<file path="config.mk">
export PLATFORM = sky130hd
export DESIGN_NAME = uart_word_axi_writer_flat
export DESIGN_NICKNAME = d
export VERILOG_FILES = /design/src/rtl/uart_word_axi_writer_if.sv /design/src/rtl/uart_word_axi_writer.sv /design/src/flat_wrapper.sv
export SDC_FILE = /design/constraint.sdc
export NUM_CORES = 1
export LEC_CHECK = 0
export ABC_AREA = 1
export CAP_MARGIN = 20
export CELL_PAD_IN_SITES_DETAIL_PLACEMENT = 0
export CELL_PAD_IN_SITES_GLOBAL_PLACEMENT = 1
export CORE_ASPECT_RATIO = 1.1
export CORE_MARGIN = 3
export CORE_UTILIZATION = 33
export DETAILED_ROUTE_END_ITERATION = 16
export GPL_TIMING_DRIVEN = 0
export PLACE_DENSITY_LB_ADDON = 0.1
export SETUP_SLACK_MARGIN = 0.4
export SYNTH_ARGS = -nofsm -noshare
export SYNTH_HDL_FRONTEND = slang
export SYNTH_SLANG_ARGS = --single-unit
</file>
<file path="constraint.sdc">
create_clock -name axi_clk -period 2.05 [get_ports axi_clk]
set_input_delay 0.205 -clock axi_clk [delete_from_list [all_inputs] [get_ports axi_clk]]
set_output_delay 0.205 -clock axi_clk [all_outputs]
set_load 0.005 [all_outputs]
</file>
<file path="src/rtl/uart_word_axi_writer_if.sv">
// AXI4 write-only master bundle between the word writer and DDR3.
// Ports: AW/W/B channel signals; master drives AW/W and bready.
interface uart_word_axi_writer_if #(
   parameter int ADDR_W = 32
);
   logic [ADDR_W-1:0] m_awaddr;
   logic              m_awvalid;
   logic              m_awready;
   logic [7:0]        m_awlen;
   logic [2:0]        m_awsize;
   logic [1:0]        m_awburst;
   logic [31:0]       m_wdata;
   logic [3:0]        m_wstrb;
   logic              m_wlast;
   logic              m_wvalid;
   logic              m_wready;
   logic [1:0]        m_bresp;
   logic              m_bvalid;
   logic              m_bready;

   modport master (
      output m_awaddr, m_awvalid, m_awlen, m_awsize, m_awburst,
      output m_wdata, m_wstrb, m_wlast, m_wvalid, m_bready,
      input  m_awready, m_wready, m_bresp, m_bvalid
   );

   modport slave (
      input  m_awaddr, m_awvalid, m_awlen, m_awsize, m_awburst,
      input  m_wdata, m_wstrb, m_wlast, m_wvalid, m_bready,
      output m_awready, m_wready, m_bresp, m_bvalid
   );
endinterface

</file>
<file path="src/rtl/uart_word_axi_writer.sv">
// Collects packed UART words and writes each one to DDR3 over AXI4.
// Ports: axi_clk/rst, packer i_count/i_word/o_trig, AXI master m, status.
module uart_word_axi_writer #(
   parameter int                ADDR_W         = 32,
   parameter logic [ADDR_W-1:0] ADDR_BASE      = '0,
   parameter logic [ADDR_W-1:0] REGION_BYTES   = ADDR_W'(32'h0010_0000),
   parameter int                BYTES_PER_WORD = 4
) (
   input  logic        axi_clk,
   input  logic        rst,
   input  logic        i_count,
   input  logic [31:0] i_word,
   output logic        o_trig,
   uart_word_axi_writer_if.master m,
   output logic [31:0] o_words_written,
   output logic        o_err
);
   typedef enum logic [1:0] {COLLECT, ISSUE, WAIT_B} state_t;

   localparam logic [1:0] LAST = 2'(BYTES_PER_WORD - 1);
   localparam logic [ADDR_W-1:0] END_ADDR = ADDR_BASE + REGION_BYTES;

   state_t            state_q, state_d;
   logic [1:0]        byte_cnt_q, byte_cnt_d;
   logic              count_q;
   logic [ADDR_W-1:0] awaddr_q, awaddr_d;
   logic [31:0]       wdata_q, wdata_d;
   logic              awvalid_q, awvalid_d;
   logic              wvalid_q, wvalid_d;
   logic              bready_q, bready_d;
   logic [31:0]       words_q, words_d;
   logic              err_q, err_d;

   logic              byte_evt, last_evt, aw_hs, w_hs;
   logic [ADDR_W-1:0] addr_inc;

   assign byte_evt = i_count & ~count_q;
   assign last_evt = byte_evt & (byte_cnt_q == LAST);
   assign aw_hs    = awvalid_q & m.m_awready;
   assign w_hs     = wvalid_q & m.m_wready;
   assign addr_inc = awaddr_q + ADDR_W'(4);

   // Mask the final byte so the packer cannot start a read into a
   // word that is about to be captured.
   assign o_trig = (state_q == COLLECT) & ~last_evt;

   always_comb begin
      state_d    = state_q;
      byte_cnt_d = byte_cnt_q;
      awaddr_d   = awaddr_q;
      wdata_d    = wdata_q;
      awvalid_d  = awvalid_q;
      wvalid_d   = wvalid_q;
      bready_d   = bready_q;
      words_d    = words_q;
      err_d      = err_q;
      unique case (state_q)
         COLLECT: begin
            if (last_evt) begin
               wdata_d    = i_word;
               byte_cnt_d = '0;
               awvalid_d  = 1'b1;
               wvalid_d   = 1'b1;
               state_d    = ISSUE;
            end else if (byte_evt) begin
               byte_cnt_d = byte_cnt_q + 2'd1;
            end
         end
         ISSUE: begin
            if (aw_hs) awvalid_d = 1'b0;
            if (w_hs)  wvalid_d  = 1'b0;
            // A channel is done once its valid has dropped or it
            // handshakes this cycle.
            if ((~awvalid_q | aw_hs) & (~wvalid_q | w_hs)) begin
               bready_d = 1'b1;
               state_d  = WAIT_B;
            end
         end
         WAIT_B: begin
            if (bready_q & m.m_bvalid) begin
               bready_d = 1'b0;
               words_d  = words_q + 32'd1;
               err_d    = err_q | (m.m_bresp != 2'b00);
               awaddr_d = (addr_inc == END_ADDR) ? ADDR_BASE : addr_inc;
               state_d  = COLLECT;
            end
         end
         default: state_d = COLLECT;
      endcase
   end

   always_ff @(posedge axi_clk) begin
      count_q <= i_count;
      if (!rst) begin
         state_q    <= COLLECT;
         byte_cnt_q <= '0;
         count_q    <= 1'b0;
         awaddr_q   <= ADDR_BASE;
         wdata_q    <= '0;
         awvalid_q  <= 1'b0;
         wvalid_q   <= 1'b0;
         bready_q   <= 1'b0;
         words_q    <= '0;
         err_q      <= 1'b0;
      end else begin
         state_q    <= state_d;
         byte_cnt_q <= byte_cnt_d;
         awaddr_q   <= awaddr_d;
         wdata_q    <= wdata_d;
         awvalid_q  <= awvalid_d;
         wvalid_q   <= wvalid_d;
         bready_q   <= bready_d;
         words_q    <= words_d;
         err_q      <= err_d;
      end
   end

   assign m.m_awaddr  = awaddr_q;
   assign m.m_awvalid = awvalid_q;
   assign m.m_awlen   = 8'd0;
   assign m.m_awsize  = 3'b010;
   assign m.m_awburst = 2'b01;
   assign m.m_wdata   = wdata_q;
   assign m.m_wstrb   = 4'hF;
   assign m.m_wlast   = 1'b1;
   assign m.m_wvalid  = wvalid_q;
   assign m.m_bready  = bready_q;

   assign o_words_written = words_q;
   assign o_err           = err_q;
endmodule

</file>
<file path="src/flat_wrapper.sv">
// flat-port wrapper written by rule: the top's interface ports become plain ports
module uart_word_axi_writer_flat 
#(
   parameter int                ADDR_W         = 32,
   parameter logic [ADDR_W-1:0] ADDR_BASE      = '0,
   parameter logic [ADDR_W-1:0] REGION_BYTES   = ADDR_W'(32'h0010_0000),
   parameter int                BYTES_PER_WORD = 4
)
  (axi_clk, rst, i_count, i_word, o_trig, o_words_written, o_err, m_m_awaddr, m_m_awvalid, m_m_awlen, m_m_awsize, m_m_awburst, m_m_wdata, m_m_wstrb, m_m_wlast, m_m_wvalid, m_m_bready, m_m_awready, m_m_wready, m_m_bresp, m_m_bvalid);
  uart_word_axi_writer_if #(.ADDR_W(ADDR_W)) m_i ();
  input  logic axi_clk;
  input  logic rst;
  input  logic i_count;
  input  logic [31:0] i_word;
  output logic o_trig;
  output logic [31:0] o_words_written;
  output logic o_err;
  output wire logic [$bits(m_i.m_awaddr)-1:0] m_m_awaddr;
  output wire logic [$bits(m_i.m_awvalid)-1:0] m_m_awvalid;
  output wire logic [$bits(m_i.m_awlen)-1:0] m_m_awlen;
  output wire logic [$bits(m_i.m_awsize)-1:0] m_m_awsize;
  output wire logic [$bits(m_i.m_awburst)-1:0] m_m_awburst;
  output wire logic [$bits(m_i.m_wdata)-1:0] m_m_wdata;
  output wire logic [$bits(m_i.m_wstrb)-1:0] m_m_wstrb;
  output wire logic [$bits(m_i.m_wlast)-1:0] m_m_wlast;
  output wire logic [$bits(m_i.m_wvalid)-1:0] m_m_wvalid;
  output wire logic [$bits(m_i.m_bready)-1:0] m_m_bready;
  input wire logic [$bits(m_i.m_awready)-1:0] m_m_awready;
  input wire logic [$bits(m_i.m_wready)-1:0] m_m_wready;
  input wire logic [$bits(m_i.m_bresp)-1:0] m_m_bresp;
  input wire logic [$bits(m_i.m_bvalid)-1:0] m_m_bvalid;
  assign m_m_awaddr = m_i.m_awaddr;
  assign m_m_awvalid = m_i.m_awvalid;
  assign m_m_awlen = m_i.m_awlen;
  assign m_m_awsize = m_i.m_awsize;
  assign m_m_awburst = m_i.m_awburst;
  assign m_m_wdata = m_i.m_wdata;
  assign m_m_wstrb = m_i.m_wstrb;
  assign m_m_wlast = m_i.m_wlast;
  assign m_m_wvalid = m_i.m_wvalid;
  assign m_m_bready = m_i.m_bready;
  assign m_i.m_awready = m_m_awready;
  assign m_i.m_wready = m_m_wready;
  assign m_i.m_bresp = m_m_bresp;
  assign m_i.m_bvalid = m_m_bvalid;
  uart_word_axi_writer #(.ADDR_W(ADDR_W), .ADDR_BASE(ADDR_BASE), .REGION_BYTES(REGION_BYTES), .BYTES_PER_WORD(BYTES_PER_WORD)) u_core (.axi_clk(axi_clk), .rst(rst), .i_count(i_count), .i_word(i_word), .o_trig(o_trig), .m(m_i), .o_words_written(o_words_written), .o_err(o_err));
endmodule
</file>
# After elaboration in Yosys (flattened, before gate mapping)

Cells that the tools add are included.

Add/subtract/negate cells: 3
Eq/ne operators: 9
Multiplexer cells: 15
Bitwise logic cells: 14
Reductions and logical operators: 12

Operator list:

| cell                    | number |
|---|---|
| $add A32 B1 Y32 const B | 1 |
| $add A32 B3 Y32 const B | 1 |
| $eq A32 B21 Y1 const B  | 1 |
| $mux W32                | 1 |
| $reduce_and A3 Y1       | 4 |
| $mux W2                 | 5 |
| $ne A2 B1 Y1 const B    | 5 |
| $reduce_bool A2 Y1      | 4 |
| $and A1 B1 Y1           | 7 |
| $pmux W1 S2             | 3 |
| $pmux W2 S3             | 1 |
| $reduce_and A2 Y1       | 3 |
| $mux W1                 | 5 |
| $eq A2 B2 Y1 const B    | 2 |
| $not A1 Y1              | 4 |
| $or A1 B1 Y1            | 3 |
| $add A2 B1 Y2 const B   | 1 |
| $eq A2 B1 Y1 const B    | 1 |
| $logic_not A2 Y1        | 1 |

Register bits: 105
Input port bits: 40
Output and inout port bits: 119
Logic and storage cells: 63

# Logic depth before layout (Yosys ltp)

Word-level depth: 5
Gate-level depth with buffers: 14
Mapped depth without buffers: 14

# Worst setup path before layout

Ideal clock, no wire load.

Kind: reg2reg
Start point: register u_core.awaddr_q[2], in the netlist u_core.m.m_awaddr[2]
End point: register u_core.awaddr_q[20], in the netlist u_core.m.m_awaddr[20]
Library setup time: 117 ps
Data arrival time: 1791 ps
Required time: 1933 ps
Setup slack: 142 ps
Cell stages (with the launch flop): 15
Buffers on the path: 0
Clock period less this slack: 1908 ps
Cells stage by stage: dfxtp_1 ha_1 inv_1 nor2_1 nand2_4 nor2_4 nand2_1 nand2_1 nand2_1 nor2_1 nand2_1 nor2_2 nand4_1 nand2_1 nor2_1

Word-level cells in the longest chain between the ends: 3

RTL lines:

| element                | line                        | source |
|---|---|---|
| start, declared        | uart_word_axi_writer.sv:26  | `logic [ADDR_W-1:0] awaddr_q, awaddr_d;` |
| start signal, assigned | uart_word_axi_writer.sv:108 | `awaddr_q <= awaddr_d;` |
| $add A32 B3 Y32 (*)    | uart_word_axi_writer.sv:41  | `assign addr_inc = awaddr_q + ADDR_W'(4);` |
| $eq A32 B21 Y1         | uart_word_axi_writer.sv:84  | `awaddr_d = (addr_inc == END_ADDR) ? ADDR_BASE : addr_inc;` |
| $mux W32 (*)           | uart_word_axi_writer.sv:84  |  |

Mark *: on every way between the ends. The rest lies on a longest branch, timed or not.
A chain may end at the register's enable or synchronous reset.

# Final worst setup path

Start point: register u_core.awaddr_q[5], in the netlist u_core.m.m_awaddr[5]
End point: register u_core.awaddr_q[20], in the netlist u_core.m.m_awaddr[20]

The elaborated chain is that of the path after synthesis.

==> results.sh <==
export IMPL_cts_path_max_buffers=2
export IMPL_syn_area_um2=5350
export IMPL_cts_root_buf="clkbuf_16"
export IMPL_drt_pass1_iterations=4
export IMPL_placed_cells=1149
export IMPL_die_w_um=127
export IMPL_setup_viol=0
export IMPL_ys_types=43
export IMPL_internal_power_mw=3.08
export IMPL_clk_latency_ps=350
export IMPL_critical_path_top_delay_family="simple AND/OR/NAND/NOR gates"
export IMPL_htree_levels=3
export IMPL_crit_type="reg2reg"
export IMPL_rsz0062_at_grt="yes"
export IMPL_synth_common_cells="nand2_1 (185), nor2_1 (152), dfxtp_1 (103), inv_1 (65), o21ai_0 (52)"
export IMPL_grt_pass1_vias=5432
export IMPL_io_buffers=138
export IMPL_wirelength_um=17600
export IMPL_postSynthCellCount=793
export IMPL_initial_core_util_pct=33.9
export IMPL_setup_ws_ps=213
export IMPL_final_util_pct=52.5
export IMPL_async_reset_ff_share_pct=0
export IMPL_swShare_pct=22.4
export IMPL_seqCellArea_um2=2170
export IMPL_hold_viol=0
export IMPL_drc_errors=0
export IMPL_yosysTopAreaCell="dfxtp_1"
export IMPL_switchingPower_uw=891
export IMPL_grt_util_all_layers_pct=19.5
export IMPL_gp_congestion=0.796
export IMPL_dpl_hpwl_um=12500
export IMPL_pre_cts_ws_ps=-193
export IMPL_cts_sinks=103
export IMPL_outcome="completed"
export IMPL_die_area_um2=17800
export IMPL_p_total_mw=3.97
export IMPL_fillers=1621
export IMPL_synth_seq_cells=103
export IMPL_fin_skew_ps=6.59
export IMPL_ctsHoldBuffers=0
export IMPL_p_leak_nw=3.17
export IMPL_cp_startpoint="u_core.m.m_awaddr[5]"
export IMPL_hold_path_class="in2reg"
export IMPL_vias=5654
export IMPL_multiInputGateArea_um2=3250
export IMPL_yosys_most_used_dff="dfxtp_1"
export IMPL_io_pins=159
export IMPL_core_area_um2=15800
export IMPL_drtIter0Drc=264
export IMPL_fmax_mhz=544
export IMPL_fin_tns_setup_ps=0
export IMPL_r2r_start="u_core.m.m_awaddr[5]"
export IMPL_grt_pass1_wl_um=27900
export IMPL_area_delta_synth_final_pct=55.0
export IMPL_worstMarginPinSlew_ps=618
export IMPL_cts_tree="yes"
export IMPL_cts_buffers=9
export IMPL_synth_sequential_area_ratio_pct=38.6
export IMPL_p_seq_share_pct=50.2
export IMPL_synth_edf_count=0
export IMPL_cap_violations=0
export IMPL_yosysTopAreaCellShare_pct=38.6
export IMPL_grt_max_degree=16
export IMPL_ys_top_cells_by_area="dfxtp_1 (39%), nand2_1 (13%), nor2_1 (11%)"
export IMPL_critPathMaxStageDelay_ps=380
export IMPL_final_period_utilization_pct=89.6
export IMPL_maxSlewHeadroom_pct=58.8
export IMPL_crit_arrival_ps=2080
export IMPL_cts_clk_slew_worst_paths_ps=70
export IMPL_path_cells="nand2_2, nor2_4, buf_4, nand3_1, inv_1, nand3_1, nand2_1, nand4_1, nor2_2, nand4_1, nand2_1, nor2_1"
export IMPL_antenna_found_initial=0
export IMPL_n_antenna_cell=0
export IMPL_postRouteAntennaNets=0
export IMPL_synth_most_common_cell="nand2_1"
export IMPL_overflow=0
export IMPL_fin_nets=1053
export IMPL_period_needed_ps=1840
export IMPL_syn_avg_cell_area_um2=6.74
export IMPL_worst_path_buf_inv=2
export IMPL_viasPerCell=4.66
export IMPL_final_cells=1213
export IMPL_combPwrFrac_pct=5.8
export IMPL_drive_above_1_share_pct=25.1
export IMPL_ys_warn_count=0
export IMPL_wl_per_cell_um=14.5
export IMPL_critical_path_slowest_cell="dfxtp_4"
export IMPL_p_clk_share_pct=44.0
export IMPL_peakVddDrop_v=0.000361
export IMPL_drv_slew=0
export IMPL_row_count=48
export IMPL_min_delay_start="i_count"
export IMPL_cp_max_fo=6
export IMPL_cp_data_required_time_ps=2290
export IMPL_power_density_nw_per_um2=479
export IMPL_dieHeight_um=140
export IMPL_critPathLaunchType="register"
export IMPL_worstSetupEndpointType="register"
per-layer routing:
metal	vias to the layer above	track usage [%]	routed length, µm
met5	-	0	0
met4	0	5.76	240
met3	17	4.72	1070
met2	124	32.8	8530
met1	2571	24.7	7770
li1	2942	-	-
sequential cells by signal, summed over array words and instances (netlist names):
register,flops
u_core.m.m_wdata,32
u_core.m.m_bready,1
u_core.o_err,1
u_core.m.m_awaddr,30
u_core.o_words_written,32
u_core.state_q,2
u_core.byte_cnt_q,2
u_core.m.m_awvalid,1
u_core.m.m_wvalid,1
u_core.count_q,1
worst reg2reg max path, stage by stage, from the launching register on:
cell and delay (ps):
dfxtp_4 380, nand2_2 100, nor2_4 160, buf_4 130, nand3_1 130, inv_1 120, nand3_1 70, nand2_1 80
nand4_1 140, nor2_2 160, nand4_1 110, nand2_1 100, nor2_1 50
placed cells by master (no fill, tap or decap), types with 22 or more instances in the layout:
master / netlist / final
a21oi_1: 43 / 38
buf_4: 21 / 59
clkdlybuf4s50_1: 0 / 137
dfxtp_1: 103 / 63
dfxtp_4: 0 / 22
inv_1: 65 / 62
nand2_1: 185 / 159
nand2_2: 4 / 26
nand3_1: 29 / 22
nor2_1: 152 / 126
nor2_4: 7 / 22
o21ai_0: 52 / 45
stage by stage:
stage / hold WS, ps / area (µm²)
2_1_floorplan: 298 / 5450
3_3_place_gp: 438 / 7080
3_5_place_dp: 444 / 7080
4_1_cts: 403 / 7940
5_1_grt: 442 / 8290
6_report: 408 / 8290
cells by family (layout without fill, tap and decap cells):
| kind of cell | after synthesis | count (layout) | synth area share (%) |
|---|---|---|---|
| flops | 103 | 103 | 38.6 |
| buf+inv | 113 | 315 | 9.57 |
| xor+xnor | 15 | 15 | 2.46 |
| simple gates | 444 | 444 | 37.2 |
| other cells | 2 | 20 | 0.140 |
| fa+ha+maj | 3 | 3 | 0.702 |
| compound gates | 113 | 113 | 11.3 |
what timing repair did:
item / in CTS / in global routing
buffers inserted: 36 / 14
setup endpoints to repair: 71 / 87
gates resized for setup: 112 / 89
pin swaps: 32 / 45
power by group through the flow:
| stage | clock network (mW) | registers [mW] | logic (mW) |
|---|---|---|---|
| CTS | 1.81 | 2.00 | 0.228 |
| global placement | 0 | 2.07 | 0.226 |
| global route | 1.87 | 2.00 | 0.253 |
| floorplan | 0 | 2.07 | 0.0931 |
| detailed placement | 0 | 2.07 | 0.226 |
| finish | 1.75 | 2.00 | 0.229 |
final timing paths:
| path | cells after the start | slack, ps | to |
|---|---|---|---|
| setup / recovery | 12 | 210 | u_core.m.m_awaddr[20] |
| hold / removal | 3 | 410 | u_core.count_q |
| setup reg to reg | 12 | 210 | u_core.m.m_awaddr[20] |
| hold reg to reg | 2 | 450 | u_core.o_err |
layout make-up:
class / instances / share of cell area [%]
Timing Repair Buffer: 188 / 21.7
Inverter: 70 / 3.28
Clock inverter: 4 / 0.574
Sequential cell: 103 / 26.1
Multi-Input combinational cell: 595 / 39.2
Tap cell: 200 / 3.02
Clock buffer: 10 / 2.88
Buffer: 43 / 3.14
No activity file was read; power rests on OpenSTA's default activity.
